<file path="src/rtl/cirno_pkg.sv">
// Shared definitions for the cirno execute/writeback path: ALU function codes,
// the execute FSM state type and the latched instruction format.
package cirno_pkg;

    localparam logic [3:0] FN_ADD = 4'b0101;
    localparam logic [3:0] FN_SUB = 4'b0100;
    localparam logic [3:0] FN_SHL = 4'b1110;
    localparam logic [3:0] FN_SHR = 4'b0111;
    localparam logic [3:0] FN_XOR = 4'b0001;
    localparam logic [3:0] FN_AND = 4'b0011;
    localparam logic [3:0] FN_OR  = 4'b0010;
    localparam logic [3:0] FN_CMP = 4'b0110;
    localparam logic [3:0] FN_SH  = 4'b1010;

    localparam int FUNCT_W = 4;
    localparam int REG_AW  = 3;
    localparam int DATA_W  = 8;

    typedef enum logic [1:0] {
        ST_IDLE = 2'd0,
        ST_EXEC = 2'd1,
        ST_WB   = 2'd2
    } exec_state_t;

    typedef struct packed {
        logic [FUNCT_W-1:0] funct;
        logic [REG_AW-1:0]  rd;
        logic [REG_AW-1:0]  rs;
        logic               use_imm;
        logic [DATA_W-1:0]  imm;
    } exec_instr_t;

    function automatic logic is_cmp(input logic [FUNCT_W-1:0] funct);
        return funct == FN_CMP;
    endfunction

endpackage

</file>
<file path="src/rtl/exec_unit_regfile.sv">
// Architectural register file: two operand read ports, one debug read port,
// one synchronous write port. Reads are combinational with no write bypass.
module regfile #(
    parameter int NREGS = 8,
    parameter int W     = 8,
    parameter int AW    = $clog2(NREGS)
) (
    input  logic          clk,
    input  logic          reset,
    input  logic [AW-1:0] raddr_a,
    output logic [W-1:0]  rdata_a,
    input  logic [AW-1:0] raddr_b,
    output logic [W-1:0]  rdata_b,
    input  logic [AW-1:0] dbg_addr,
    output logic [W-1:0]  dbg_data,
    input  logic          we,
    input  logic [AW-1:0] waddr,
    input  logic [W-1:0]  wdata
);

    logic [W-1:0] mem [NREGS];

    always_ff @(posedge clk) begin
        if (reset) begin
            for (int i = 0; i < NREGS; i++) begin
                mem[i] <= '0;
            end
        end else if (we) begin
            mem[waddr] <= wdata;
        end
    end

    assign rdata_a  = mem[raddr_a];
    assign rdata_b  = mem[raddr_b];
    assign dbg_data = mem[dbg_addr];

endmodule

</file>
<file path="src/rtl/exec_unit.sv">
// Execute/writeback controller: accepts one decoded instruction, drives the
// external ALU for one cycle, then retires the result into the register file.
//
// state   | meaning
// --------+----------------------------------------------------------
// IDLE    | ready for an instruction; latches it on in_valid
// EXEC    | operands on the ALU; result and eq captured at cycle end
// WB      | wb_valid pulse; register or eq_flag updated at cycle end
module exec_unit
    import cirno_pkg::*;
#(
    parameter int NREGS = 8,
    parameter int W     = 8
) (
    input  logic                     clk,
    input  logic                     reset,
    input  logic                     in_valid,
    output logic                     in_ready,
    input  logic [3:0]               in_funct,
    input  logic [$clog2(NREGS)-1:0] in_rd,
    input  logic [$clog2(NREGS)-1:0] in_rs,
    input  logic                     in_use_imm,
    input  logic [W-1:0]             in_imm,
    output logic [W-1:0]             alu_x,
    output logic [W-1:0]             alu_y,
    output logic [3:0]               alu_funct,
    input  logic [W-1:0]             alu_result,
    input  logic                     alu_eq,
    output logic                     eq_flag,
    output logic                     wb_valid,
    output logic [$clog2(NREGS)-1:0] wb_rd,
    output logic [W-1:0]             wb_data,
    input  logic [$clog2(NREGS)-1:0] dbg_addr,
    output logic [W-1:0]             dbg_data
);

    localparam int AW = $clog2(NREGS);

    exec_state_t state;
    exec_instr_t instr;
    logic [W-1:0] result_q;
    logic         eq_q;

    logic [W-1:0] rdata_x;
    logic [W-1:0] rdata_y;
    logic         rf_we;

    // Writes land at the end of WB, so the next instruction's EXEC read
    // always sees them without any forwarding.
    assign rf_we = (state == ST_WB) && !is_cmp(instr.funct);

    regfile #(
        .NREGS(NREGS),
        .W    (W),
        .AW   (AW)
    ) u_regfile (
        .clk     (clk),
        .reset   (reset),
        .raddr_a (instr.rd),
        .rdata_a (rdata_x),
        .raddr_b (instr.rs),
        .rdata_b (rdata_y),
        .dbg_addr(dbg_addr),
        .dbg_data(dbg_data),
        .we      (rf_we),
        .waddr   (instr.rd),
        .wdata   (result_q)
    );

    always_comb begin
        alu_x     = '0;
        alu_y     = '0;
        alu_funct = '0;
        if (state == ST_EXEC) begin
            alu_x     = rdata_x;
            alu_y     = instr.use_imm ? instr.imm : rdata_y;
            alu_funct = instr.funct;
        end
    end

    always_ff @(posedge clk) begin
        if (reset) begin
            state    <= ST_IDLE;
            instr    <= '0;
            result_q <= '0;
            eq_q     <= 1'b0;
            eq_flag  <= 1'b0;
            in_ready <= 1'b1;
            wb_valid <= 1'b0;
            wb_rd    <= '0;
            wb_data  <= '0;
        end else begin
            case (state)
                ST_IDLE: begin
                    if (in_valid) begin
                        instr.funct   <= in_funct;
                        instr.rd      <= in_rd;
                        instr.rs      <= in_rs;
                        instr.use_imm <= in_use_imm;
                        instr.imm     <= in_imm;
                        in_ready      <= 1'b0;
                        state         <= ST_EXEC;
                    end
                end
                ST_EXEC: begin
                    result_q <= alu_result;
                    eq_q     <= alu_eq;
                    wb_valid <= 1'b1;
                    wb_rd    <= instr.rd;
                    wb_data  <= alu_result;
                    state    <= ST_WB;
                end
                ST_WB: begin
                    if (is_cmp(instr.funct)) begin
                        eq_flag <= eq_q;
                    end
                    wb_valid <= 1'b0;
                    wb_rd    <= '0;
                    wb_data  <= '0;
                    in_ready <= 1'b1;
                    state    <= ST_IDLE;
                end
                default: begin
                    wb_valid <= 1'b0;
                    wb_rd    <= '0;
                    wb_data  <= '0;
                    in_ready <= 1'b1;
                    state    <= ST_IDLE;
                end
            endcase
        end
    end

endmodule

</file>
<file path="config.mk">
export PLATFORM = sky130hd
export DESIGN_NAME = exec_unit
export DESIGN_NICKNAME = d
export VERILOG_FILES = /design/src/rtl/cirno_pkg.sv /design/src/rtl/exec_unit_regfile.sv /design/src/rtl/exec_unit.sv
export SDC_FILE = /design/constraint.sdc
export NUM_CORES = 1
export LEC_CHECK = 0
export ABC_AREA = 1
export BUFFER_PORTS_ARGS = -buffer_cell sky130_fd_sc_hd__buf_2
export CORE_UTILIZATION = 55
export CTS_CLUSTER_SIZE = 20
export DETAILED_ROUTE_END_ITERATION = 6
export PLACE_DENSITY = 0.79
export SLEW_MARGIN = 20
export SYNTH_ARGS = -nofsm -noshare
export SYNTH_HDL_FRONTEND = slang
export SYNTH_SLANG_ARGS = --single-unit
</file>
<file path="constraint.sdc">
create_clock -name clk -period 1.9 [get_ports clk]
set_clock_uncertainty 0.05 [all_clocks]
set_input_delay 0.38 -clock clk [delete_from_list [all_inputs] [get_ports clk]]
set_output_delay 0.38 -clock clk [all_outputs]
set_load 0.1 [all_outputs]
</file>
**After elaboration in Yosys (flattened, before gate mapping)**

Memory sizes are Yosys's and may differ from the RTL's. A register that Yosys moved wholly into a read port is not among the register bits.
Cells that the tools add are included.

- Register bits: 44
- Memory bits (writable): 64
- Bits of input ports: 34
- Output and inout bits: 42
- Word-level logic and storage cells: 49
- Memories kept: 1

Memory list:

| name | depth | bits a word | rd ports | clocked after Yosys merged registers in | write ports | RTL line | RTL |
|---|---|---|---|---|---|---|---|
| u_regfile.mem | 8 | 8 | 3 | 2 | 8 | exec_unit_regfile.sv:21 | `logic [W-1:0] mem [NREGS];` |

- Equal/unequal tests: 4
- Mux-type cells: 23
- Bitwise logic cells: 1
- Reductions and logical operators: 7

Operator list:

| cell | number |
|---|---|
| 2-to-1 mux 8 bit | 4 |
| one-hot mux 8 bit (2 select lines) | 1 |
| 2-to-1 mux 3 bit | 5 |
| OR reduction 8 bit | 1 |
| 2-to-1 mux 1 bit | 7 |
| one-hot mux 3 bit (2 select lines) | 1 |
| AND reduction 2 bit | 3 |
| equality test 4 x 3 -> 1 bit, second input constant | 1 |
| 2-to-1 mux 4 bit | 1 |
| one-hot mux 1 bit (2 select lines) | 2 |
| one-hot mux 2 bit (2 select lines) | 1 |
| equality test 2 x 1 -> 1 bit, second input constant | 1 |
| equality test 2 bit, second input constant | 1 |
| zero test 2 bit | 1 |
| 2-to-1 mux 2 bit | 1 |
| inequality test 2 bit, second input constant | 1 |
| logical AND 1 bit | 1 |
| zero test 1 bit | 1 |
| NOT 1 bit | 1 |

**Longest topological paths before layout**

Gate-level depths: netlist of run 1.

- Word-level depth: 8
- Mapped depth: 9
- Depth with buffers taken out: 7

**By module**

Synthesis of run 1 repeated with hierarchy kept, for this count alone.

- Cells, all modules: 920
- Area, all modules: 6,397.4 um^2

Modules (own cells, without submodules):

| module | instances | cells an instance | area each (um^2) | seq. area each (um^2) |
|---|---|---|---|---|
| regfile | 1 | 678 | 4,543.1 | 1,921.8 |
| exec_unit | 1 | 242 | 1,854.3 | 880.8 |

**Worst setup path before layout of run 1**

OpenSTA, ideal clock, no wires.

- Kind: reg-to-output
- From: register (tool-made name)
- To: output alu_x[5]
- Data arrival time: 2.185 ns
- Data required time: 1.470 ns
- Slack: -0.715 ns
- Stages on the path, launching flop included: 7
- Path buffers: 2
- Cell sequence: dfxtp_1 > buf_2 > clkbuf_1 > o211ai_1 > nand3_1 > nand2_1 > nor2_1

RTL lines:

| item | RTL line | RTL |
|---|---|---|
| end: declaration | exec_unit.sv:24 | `output logic [W-1:0] alu_x,` |

**Worst setup path in the final report of run 1**

- From: register state[0]
- To: output alu_y[7]

- Word-level cells in the longest chain between the ends: 2

Ends and longest elaborated chain:

| item | RTL line | RTL |
|---|---|---|
| start: declaration | exec_unit.sv:39 | `exec_state_t state;` |
| start signal: assignment | exec_unit.sv:83 | `state <= ST_IDLE;` |
| start signal: assignment | exec_unit.sv:102 | `state <= ST_EXEC;` |
| start signal: assignment | exec_unit.sv:111 | `state <= ST_WB;` |
| equality test 2 x 1 -> 1 bit | exec_unit.sv:74 | `if (state == ST_EXEC) begin` |
| 2-to-1 mux 8 bit | exec_unit.sv:74 |  |
| end: declaration | exec_unit.sv:25 | `output logic [W-1:0] alu_y,` |

No other way between the ends.

==> flow_metrics.env, run 1 <==
export IMPL_report_power_total_w=0.00787
export IMPL_number_of_nets_in_the_layout=894
export IMPL_synth_net_count=805
export IMPL_hold_viol_final=0
export IMPL_timing_critical_path_to_type="output pin"
export IMPL_htreeDepth=4
export IMPL_final_cell_count_no_fill=1009
export IMPL_synthesized_flop_and_latch_total=114
export IMPL_routability_congestion=0.966
export IMPL_top_level_ports=76
export IMPL_placeableCoreArea_um2=10400
export IMPL_antenna_cells=0
export IMPL_clockBufferDepth=2
export IMPL_grt_pass1_wl_um=32100
export IMPL_path_cells="inv_4 -> nor2_4 -> clkinvlp_4 -> buf_6 -> nor2_2 -> nand2_2 -> clkinvlp_4 -> buf_12"
export IMPL_reg2reg_slack_ns=0.04
export IMPL_netlist_instances=771
export IMPL_maxClockFrequency_mhz=430
export IMPL_min_path_type="input pin to flop"
export IMPL_first_global_vias=5894
export IMPL_yosys_warning_total=0
export IMPL_portBuffers=75
export IMPL_cts_made_buffers=17
export IMPL_maxSlewHeadroom_pct=60.8
export IMPL_dieArea_um2=11200
export IMPL_violations="design-rule violations, negative setup slack"
export IMPL_outcome="complete, but fails checks"
export IMPL_grt_setup_unrepaired="yes"
export IMPL_criticalPathCategory="flop to output pin"
export IMPL_floorplan_die_height_um=106
export IMPL_vdd_ir_drop_worst_mv=0.974
export IMPL_critical_path_top_cell_by_count="sky130_fd_sc_hd__clkinvlp_4"
export IMPL_syn_avg_cell_area_um2=7.70
export IMPL_clkSinkCount=114
export IMPL_layout_cells_most_common_list="sky130_fd_sc_hd__nand2_1, sky130_fd_sc_hd__nor2_1, sky130_fd_sc_hd__edfxtp_1"
export IMPL_synthDistinctLibCells=21
export IMPL_fin_crit_ns=2.32
export IMPL_areaGrowthSynthToFinish_pct=42.0
export IMPL_p_leak_nw=3.41
export IMPL_start_util_pct=57.0
export IMPL_drt_wirelength_per_cell_um=22.1
export IMPL_antenna_found_initial=0
export IMPL_dp_final_hpwl_um=13800
export IMPL_routed_wl_um=22300
export IMPL_global_route_overflow_total=0
export IMPL_synth_yosys_seq_area_share_pct=49.2
export IMPL_drt_initial_drc_count=708
export IMPL_grt_start_max_net_pins=33
export IMPL_cp_top_family="buffers and inverters"
export IMPL_dr_pass1_iters=7
export IMPL_synthesis_area_um2=5940
export IMPL_place_detailed_instances=962
export IMPL_post_cts_hold_buffer_count=0
export IMPL_setup_violations=28
export IMPL_layout_commonest_cell="sky130_fd_sc_hd__nand2_1"
export IMPL_setup_slack_ns=-0.425
export IMPL_grt_resource_usage_total_pct=38.9
export IMPL_vias_per_cell=6.26
export IMPL_remaining_drc_errors=1
export IMPL_placementRows=37
export IMPL_critical_path_peak_fanout=4
export IMPL_layout_drive_gt1_share_pct=36.4
export IMPL_crit_buf_inv=5
export IMPL_tritoncts="yes"
export IMPL_power_density_cell_area_nw_per_um2=934
export IMPL_vias=6320
export IMPL_crit_path_top_delay_cell="sky130_fd_sc_hd__dfxtp_4"
export IMPL_clkTransAtPathRegs_ns=0.07
export IMPL_clk_root_buffer_cell="sky130_fd_sc_hd__clkbuf_8"
export IMPL_worst_skew_pair_late_latency_ns=0.53
export IMPL_final_max_slew_viol_count=0
export IMPL_portion_of_the_clock_cycle_consumed_by_the_worst_path_in_the_final_layout_pct=122
export IMPL_final_antenna_net_count=0
export IMPL_maxCapViolCount=0
export IMPL_critical_path_arrival_ns=1.89
export IMPL_critical_path_required_ns=1.47
export IMPL_critical_path_max_stage_delay_ns=0.36
export IMPL_fillerInstances=623
export IMPL_fp_dieW_um=106
export IMPL_worst_slew_pin_transition_ns=0.587
export IMPL_critical_path_startpoint_type="flop"
==> worst min-delay path, delay by kind of cell <==
kind,cells,cell delay (ns)
buffers and inverters,1,0.09
and+or+nand+nor,2,0.14
==> timing repair <==
| item | CTS | global route |
|---|---|---|
| setup buffers | 9 | 1 |
| endpoints found under the setup margin | 38 | 68 |
| gates resized for setup | 112 | 79 |
| pin swaps | 21 | 22 |
| cloned | 2 | 3 |
==> logic make-up (layout without fill, tap and decap cells) <==
family,after synthesis,in the layout,synth area share (%)
AOI/OAI and AO/OA,155,155,14.8
buffers and inverters,117,219,7.98
DFF,114,114,49.2
and+or+nand+nor,385,385,28.0
==> cell type report <==
| class | count | area, um2 | share of cell area [%] |
|---|---|---|---|
| clock buffer | 20 | 489 | 5.80 |
| clock inverter | 12 | 111 | 1.32 |
| inverter | 69 | 307 | 3.64 |
| multi-input combinational | 540 | 3080 | 36.6 |
| sequential | 114 | 2940 | 34.8 |
| tap | 136 | 170 | 2.02 |
| timing repair buffer | 118 | 1340 | 15.8 |
==> metal layers <==
| layer | share of wire [%] | global-route usage [%] |
|---|---|---|
| met4 | 5.7 | 22.4 |
| met3 | 12 | 8.65 |
| met5 | 0 | 0 |
| met1 | 35 | 47.5 |
| met2 | 47 | 63.5 |
==> worst paths after layout <==
check,start,to,cells after the start
worst max-delay path,state[0]$_SDFFE_PP0P_,alu_y[7],8
worst min-delay path,alu_eq,eq_q$_SDFFE_PP0N_,3
worst max register to register,state[0]$_SDFFE_PP0P_,u_regfile.mem[3][5]$_SDFFCE_PN0P_,6
worst min register to register,wb_valid$_SDFFE_PP0P_,wb_valid$_SDFFE_PP0P_,2
==> power breakdown <==
group          switching, W  internal, W
Combinational       0.00121     0.000605
Sequential         0.000118      0.00272
Clock               0.00123      0.00198
Total               0.00256      0.00531
==> synthesized netlist by cell type, drive strengths merged <==
library cell | count | area (um2)
nand2 | 172 | 706
nor2 | 135 | 554
nand3 | 77 | 398
inv | 68 | 255
edfxtp | 64 | 1920
a21oi | 58 | 290
o21ai | 56 | 280
dfxtp | 50 | 1000
o211ai | 32 | 240
buf | 24 | 125
clkbuf | 24 | 90.1
o21a | 8 | 60.1
clkinv | 1 | 3.75
nand3b | 1 | 7.51
o22ai | 1 | 6.26
==> state kept, by name, summed over array words and instances (netlist names), named ones only <==
signal	count
u_regfile.mem	64
instr	19
result_q	8
wb_data	8
wb_rd	3
state	2
eq_flag	1
eq_q	1
in_ready	1
wb_valid	1
==> through the flow <==
stage               util [%]  instance area [um2]  hold slack (ns)  setup WS, ns  setup TNS, ns
floorplan                  -                 6070            0.390        -0.249         -0.249
global placement        68.2                 7100            0.379        0.0372              0
CTS                     78.0                 8130           0.0536        -0.345          -7.60
detailed placement      68.2                 7100            0.389        0.0429              0
finish                  80.9                 8430           0.0641        -0.425          -8.40
global route            80.9                 8430           0.0668        -0.484         -10.10
(Power assumes the default switching activity.)
==> run 2: changes to the inputs <==
==> constraint.sdc (replaced) <==
create_clock -name clk -period 1.9 [get_ports clk]
set_clock_uncertainty 0.05 [all_clocks]
set_input_delay 0.38 -clock clk [delete_from_list [all_inputs] [get_ports clk]]
set_output_delay 0.38 -clock clk [all_outputs]
set_load 0.05 [all_outputs]
==> run 2 against run 1 <==
- the flow finishes with violations (negative setup slack)
- maximum frequency rose by 0.32%
- routed wire length fell by 10%
- via count fell by 3.4%
- critical path type unchanged
- register-to-register slack improved by 0.03 ns
- largest cell class is now registers
- combinational power fell by 21%
- sequential power barely moved
- highest routed layer unchanged
- core utilization fell by 3.9 points
==> flow_metrics.env, run 2 (synthesized netlist as in run 1, its figures left out) <==
export IMPL_power_combinational_fraction_pct=19.5
export IMPL_proportion_of_power_drawn_by_the_clock_network_pct=41.8
export IMPL_grt_start_max_net_pins=33
export IMPL_maxCapViolCount=0
export IMPL_fillerInstances=663
export IMPL_critical_path_startpoint_type="flop"
export IMPL_drt_initial_drc_count=846
export IMPL_largest_register="u_regfile.mem"
export IMPL_critical_path_max_stage_delay_ns=0.50
export IMPL_placement_cell_area_um2=6540
export IMPL_setup_slack_ns=-0.418
export IMPL_layout_drive_gt1_share_pct=30.5
export IMPL_grt_resource_usage_total_pct=34.4
export IMPL_global_route_overflow_total=0
export IMPL_critical_path_peak_fanout=8
export IMPL_top_level_ports=76
export IMPL_fp_dieW_um=106
export IMPL_maxClockFrequency_mhz=431
export IMPL_dieArea_um2=11200
export IMPL_maxSlewHeadroom_pct=54.6
export IMPL_antenna_cells=0
export IMPL_layout_commonest_cell="sky130_fd_sc_hd__nand2_1"
export IMPL_portBuffers=75
export IMPL_portion_of_the_clock_cycle_consumed_by_the_worst_path_in_the_final_layout_pct=122
export IMPL_dp_final_hpwl_um=12400
export IMPL_vias=6102
export IMPL_number_of_nets_in_the_layout=901
export IMPL_floorplan_die_height_um=106
export IMPL_worst_skew_pair_late_latency_ns=0.52
export IMPL_routability_congestion=0.990
export IMPL_start_util_pct=57.0
export IMPL_clk_root_buffer_cell="sky130_fd_sc_hd__clkbuf_8"
export IMPL_final_cell_count_no_fill=1016
export IMPL_violations="negative setup slack"
export IMPL_pre_cts_ws_ns=-0.0640
export IMPL_critical_path_top_cell_by_count="sky130_fd_sc_hd__nor2_2"
export IMPL_min_path_type="input pin to flop"
export IMPL_final_standard_cell_area_without_fillers_um2=8030
export IMPL_dr_pass1_iters=6
export IMPL_layout_cells_most_common_list="sky130_fd_sc_hd__nand2_1, sky130_fd_sc_hd__nor2_1, sky130_fd_sc_hd__edfxtp_1"
export IMPL_drt_wirelength_per_cell_um=19.7
export IMPL_pwr_share_seq_pct=38.7
export IMPL_setup_worst_path_end="alu_x[2]"
export IMPL_antenna_found_initial=0
export IMPL_timing_critical_path_to_type="output pin"
export IMPL_outcome="complete, but fails checks"
export IMPL_clkTransAtPathRegs_ns=0.06
export IMPL_htreeDepth=4
export IMPL_tritoncts="yes"
export IMPL_timing_reg2reg_worst_path_depth=6
export IMPL_remaining_drc_errors=0
export IMPL_power_report_internal_total_w=0.00515
export IMPL_final_antenna_net_count=0
export IMPL_largest_reg_flops=64
export IMPL_cts_made_buffers=17
export IMPL_p_sw_w=0.00219
export IMPL_p_leak_nw=3.42
export IMPL_reg2reg_slack_ns=0.07
export IMPL_place_detailed_instances=959
export IMPL_crit_path_top_delay_cell="sky130_fd_sc_hd__dfxtp_4"
export IMPL_areaGrowthSynthToFinish_pct=35.1
export IMPL_criticalPathCategory="flop to output pin"
export IMPL_fin_util_pct=77.1
export IMPL_first_global_vias=5565
export IMPL_worst_slew_pin_transition_ns=0.681
export IMPL_grt_pass1_wl_um=28900
export IMPL_critical_path_required_ns=1.47
export IMPL_clockBufferDepth=2
export IMPL_vias_per_cell=6.01
export IMPL_power_density_cell_area_nw_per_um2=915
export IMPL_vdd_ir_drop_worst_mv=0.760
export IMPL_critical_path_arrival_ns=1.89
export IMPL_path_cells="clkbuf_16 -> a21oi_1 -> o21ai_0 -> nand2_1 -> nor2_2 -> nor2_2 -> buf_6"
export IMPL_fin_crit_ns=2.32
export IMPL_crit_reg2reg_capture="u_regfile.mem[5][7]$_SDFFCE_PN0P_"
export IMPL_hold_viol_final=0
export IMPL_r2r_start="state[0]$_SDFFE_PP0P_"
export IMPL_largest_registers="u_regfile.mem (64), instr (19)"
export IMPL_tns_ns=-7.55
export IMPL_clkSinkCount=114
export IMPL_setup_violations=28
export IMPL_placementRows=37
export IMPL_final_max_slew_viol_count=0
export IMPL_grt_setup_unrepaired="yes"
export IMPL_switching_share_pct=29.8
export IMPL_placeableCoreArea_um2=10400
export IMPL_routed_wl_um=20000
==> run 2: cell types whose count changed in the layout (fill, tap and decap cells not counted), moves of 13 or more <==
cell,delta
sky130_fd_sc_hd__buf_6,+23
sky130_fd_sc_hd__nand2_2,-13
sky130_fd_sc_hd__nor2_4,-14
sky130_fd_sc_hd__nor2_1,+13
sky130_fd_sc_hd__nand2_1,+18
sky130_fd_sc_hd__buf_12,-28
==> run 2: power groups by stage <==
stage                     combinational (W)  sequential [W]  clock (W)
after CTS                           0.00126         0.00282    0.00307
final                               0.00143         0.00284    0.00307
after floorplan                    0.000743         0.00287          0
after detailed placement            0.00107         0.00286          0
after global routing                0.00152         0.00285    0.00317
after global placement              0.00105         0.00286          0
==> run 2: layout make-up <==
cell class,instances,area (um2),share of cell area [%]
timing repair buffer,125,1210,15.1
clock buffer,19,464,5.78
inverter,69,277,3.45
sequential,114,2940,36.6
tap,136,170,2.12
multi-input combinational,540,2850,35.5
clock inverter,13,120,1.50
==> run 2: worst min-delay path by stage <==
stage	startpoint	end	slack [ns]	cells past startpoint
after floorplan	result_q[0]$_SDFFE_PP0N_	result_q[0]$_SDFFE_PP0N_	0.39	2
after global placement	instr[8]$_SDFFE_PP0P_	instr[8]$_SDFFE_PP0P_	0.38	2
after detailed placement	instr[8]$_SDFFE_PP0P_	instr[8]$_SDFFE_PP0P_	0.38	2
after CTS	alu_eq	eq_q$_SDFFE_PP0N_	0.04	3
after global routing	in_imm[2]	instr[2]$_SDFFE_PP0P_	0.07	3
final	alu_eq	eq_q$_SDFFE_PP0N_	0.05	3
==> run 2: layer usage <==
metal | part of all wire [%] | vias to the layer above | GRT usage [%]
met1 | 37 | 2839 | 43.5
met2 | 48 | 435 | 57.5
li1 | - | 2746 | -
met3 | 11 | 82 | 7.91
met5 | 0 | - | 0
met4 | 3.9 | 0 | 12.6
==> run 2: repair_timing <==
action	CTS	global route
gates cloned	3	8
setup buffers	13	1
hold buffers	0	0
setup endpoints to repair	28	68
pin swaps	7	26
resized for setup	116	78
==> run 2: critical path: cells and delay by family (launching register included) <==
| kind | cells | cell delay, ns |
|---|---|---|
| AO/OA/AOI/OAI | 2 | 0.17 |
| AND/OR/NAND/NOR | 3 | 0.32 |
| buffers and inverters | 2 | 0.36 |
| flip-flops | 1 | 0.50 |
==> run 2: through the flow <==
stage | power [W] | hold slack [ns]
2_1_floorplan | 0.00361 | 0.390
3_3_place_gp | 0.00391 | 0.380
3_5_place_dp | 0.00394 | 0.384
4_1_cts | 0.00715 | 0.0404
5_1_grt | 0.00754 | 0.0678
6_report | 0.00734 | 0.0514
==> run 3: changes to the inputs <==
--- a/config.mk
+++ b/config.mk
@@ -11,6 +11,7 @@
 export CTS_CLUSTER_SIZE = 20
 export DETAILED_ROUTE_END_ITERATION = 6
 export PLACE_DENSITY = 0.79
+export SKIP_CTS_REPAIR_TIMING = 1
 export SLEW_MARGIN = 20
 export SYNTH_ARGS = -nofsm -noshare
 export SYNTH_HDL_FRONTEND = slang
==> run 3 against run 2 <==
- the flow still finishes with violations (negative setup slack)
- worst setup slack better by 0.083 ns
- core utilization shrank 2.5 points
- sequential power barely moved
- maximum frequency rose by 3.7%
- combinational power shrank 7%
- final cell count is 0.89% lower
- clock-buffer cell count is the same
- final area decreased by 3.2%
- die area is the same
- register-to-register slack better by 0.07 ns
==> flow_metrics.env, run 3 (synthesized netlist as in run 1, its figures left out) <==
export IMPL_layout_commonest_cell="sky130_fd_sc_hd__nand2_1"
export IMPL_placement_cell_area_um2=6540
export IMPL_outcome="complete, but fails checks"
export IMPL_layout_cells_most_common_list="sky130_fd_sc_hd__nand2_1, sky130_fd_sc_hd__nor2_1, sky130_fd_sc_hd__edfxtp_1"
export IMPL_number_of_nets_in_the_layout=892
export IMPL_drt_wirelength_per_cell_um=19.0
export IMPL_start_util_pct=57.0
export IMPL_grt_pass1_wl_um=27000
export IMPL_cts_made_buffers=17
export IMPL_final_max_slew_viol_count=0
export IMPL_dr_pass1_iters=5
export IMPL_tns_ns=-7.40
export IMPL_criticalPathCategory="flop to output pin"
export IMPL_setup_slack_ns=-0.335
export IMPL_maxClockFrequency_mhz=447
export IMPL_critical_path_peak_fanout=5
export IMPL_hold_viol_final=0
export IMPL_setup_violations=28
export IMPL_vdd_ir_drop_worst_mv=0.777
export IMPL_fin_hold_ws_ns=0.0583
export IMPL_fin_util_pct=74.6
export IMPL_grt_start_max_net_pins=65
export IMPL_remaining_drc_errors=0
export IMPL_top_level_ports=76
export IMPL_power_density_cell_area_nw_per_um2=931
export IMPL_clockBufferDepth=2
export IMPL_clkSinkCount=114
export IMPL_fp_dieW_um=106
export IMPL_worst_slew_pin_transition_ns=0.665
export IMPL_final_standard_cell_area_without_fillers_um2=7770
export IMPL_dieArea_um2=11200
export IMPL_fin_crit_ns=2.24
export IMPL_grt_setup_unrepaired="yes"
export IMPL_dp_final_hpwl_um=12400
export IMPL_layout_drive_gt1_share_pct=27.3
export IMPL_tritoncts="yes"
export IMPL_clkTransAtPathRegs_ns=0.06
export IMPL_p_leak_nw=3.29
export IMPL_antenna_found_initial=0
export IMPL_clk_root_buffer_cell="sky130_fd_sc_hd__clkbuf_8"
export IMPL_maxSlewHeadroom_pct=55.7
export IMPL_crit_path_top_delay_cell="sky130_fd_sc_hd__dfxtp_4"
export IMPL_largest_reg_flops=64
export IMPL_first_global_vias=5290
export IMPL_vias_per_cell=5.93
export IMPL_global_route_overflow_total=0
export IMPL_timing_critical_path_to_type="output pin"
export IMPL_htreeDepth=4
export IMPL_floorplan_die_height_um=106
export IMPL_largest_register="u_regfile.mem"
export IMPL_drt_initial_drc_count=687
export IMPL_critical_path_startpoint_type="flop"
export IMPL_portBuffers=75
export IMPL_vias=5975
export IMPL_violations="negative setup slack"
export IMPL_routability_congestion=0.990
export IMPL_path_cells="inv_4 -> nor2_4 -> clkinvlp_4 -> nor2_2 -> nand2_1 -> inv_1 -> buf_6"
export IMPL_critical_path_required_ns=1.47
export IMPL_grt_resource_usage_total_pct=32.0
export IMPL_pre_cts_ws_ns=-0.0640
export IMPL_critical_path_max_stage_delay_ns=0.36
export IMPL_worst_skew_pair_late_latency_ns=0.52
export IMPL_routed_wl_um=19200
export IMPL_areaGrowthSynthToFinish_pct=30.8
export IMPL_placementRows=37
export IMPL_portion_of_the_clock_cycle_consumed_by_the_worst_path_in_the_final_layout_pct=118
export IMPL_final_antenna_net_count=0
export IMPL_placeableCoreArea_um2=10400
export IMPL_antenna_cells=0
export IMPL_maxCapViolCount=0
export IMPL_largest_registers="u_regfile.mem (64), instr (19)"
export IMPL_critical_path_arrival_ns=1.81
export IMPL_min_path_type="input pin to flop"
## run 3: per-stage QoR
stage | power [W] | cells
3_5_place_dp | 0.00394 | 959
5_1_grt | 0.00743 | 1007
6_report | 0.00723 | 1007
4_1_cts | 0.00697 | 991
2_1_floorplan | 0.00361 | 771
3_3_place_gp | 0.00391 | 959
## run 3: cell type report
cell class	count	area, um2
flip-flops and latches	114	2940
multi-input cells	540	2750
fillers	713	2650
repair buffers	115	1040
clock buffers	19	464
inverters	69	277
well taps	136	170
clock inverters	13	120
repair inverters	1	7.51
## run 3: per-layer routing
layer / wire [um] / GRT usage (%) / part of all wire (%) / up-vias
met3: 2030 / 7.54 / 11 / 76
met4: 852 / 11.2 / 4.4 / 0
li1: - / - / - / 2735
met1: 7350 / 41.8 / 38 / 2769
met2: 8940 / 52.1 / 47 / 395
met5: 0 / 0 / 0 / -
## run 3: path summary, 6_finish.rpt
kind	start	endpoint	slack [ns]	cells after the start
worst max-delay path	state[0]$_SDFFE_PP0P_	alu_y[5]	-0.34	7
worst min-delay path	in_imm[3]	instr[3]$_SDFFE_PP0P_	0.06	3
worst max register to register	state[1]$_SDFFE_PP0P_	u_regfile.mem[4][4]$_SDFFCE_PN0P_	0.14	6
worst min register to register	wb_valid$_SDFFE_PP0P_	wb_valid$_SDFFE_PP0P_	0.40	2
## run 3: report_power, final
group / switching, W / internal [W] / leakage (nW)
Combinational: 0.000862 / 0.000467 / 1.92
Sequential: 0.000113 / 0.00272 / 1.08
Clock: 0.00117 / 0.00190 / 0.294
Total: 0.00214 / 0.00509 / 3.29
## run 3: worst max-delay path: cells and delay by family, from the launching register on
family / cells / cell delay (ns)
and+or+nand+nor: 3 / 0.41
buffers and inverters: 4 / 0.50
DFF: 1 / 0.36
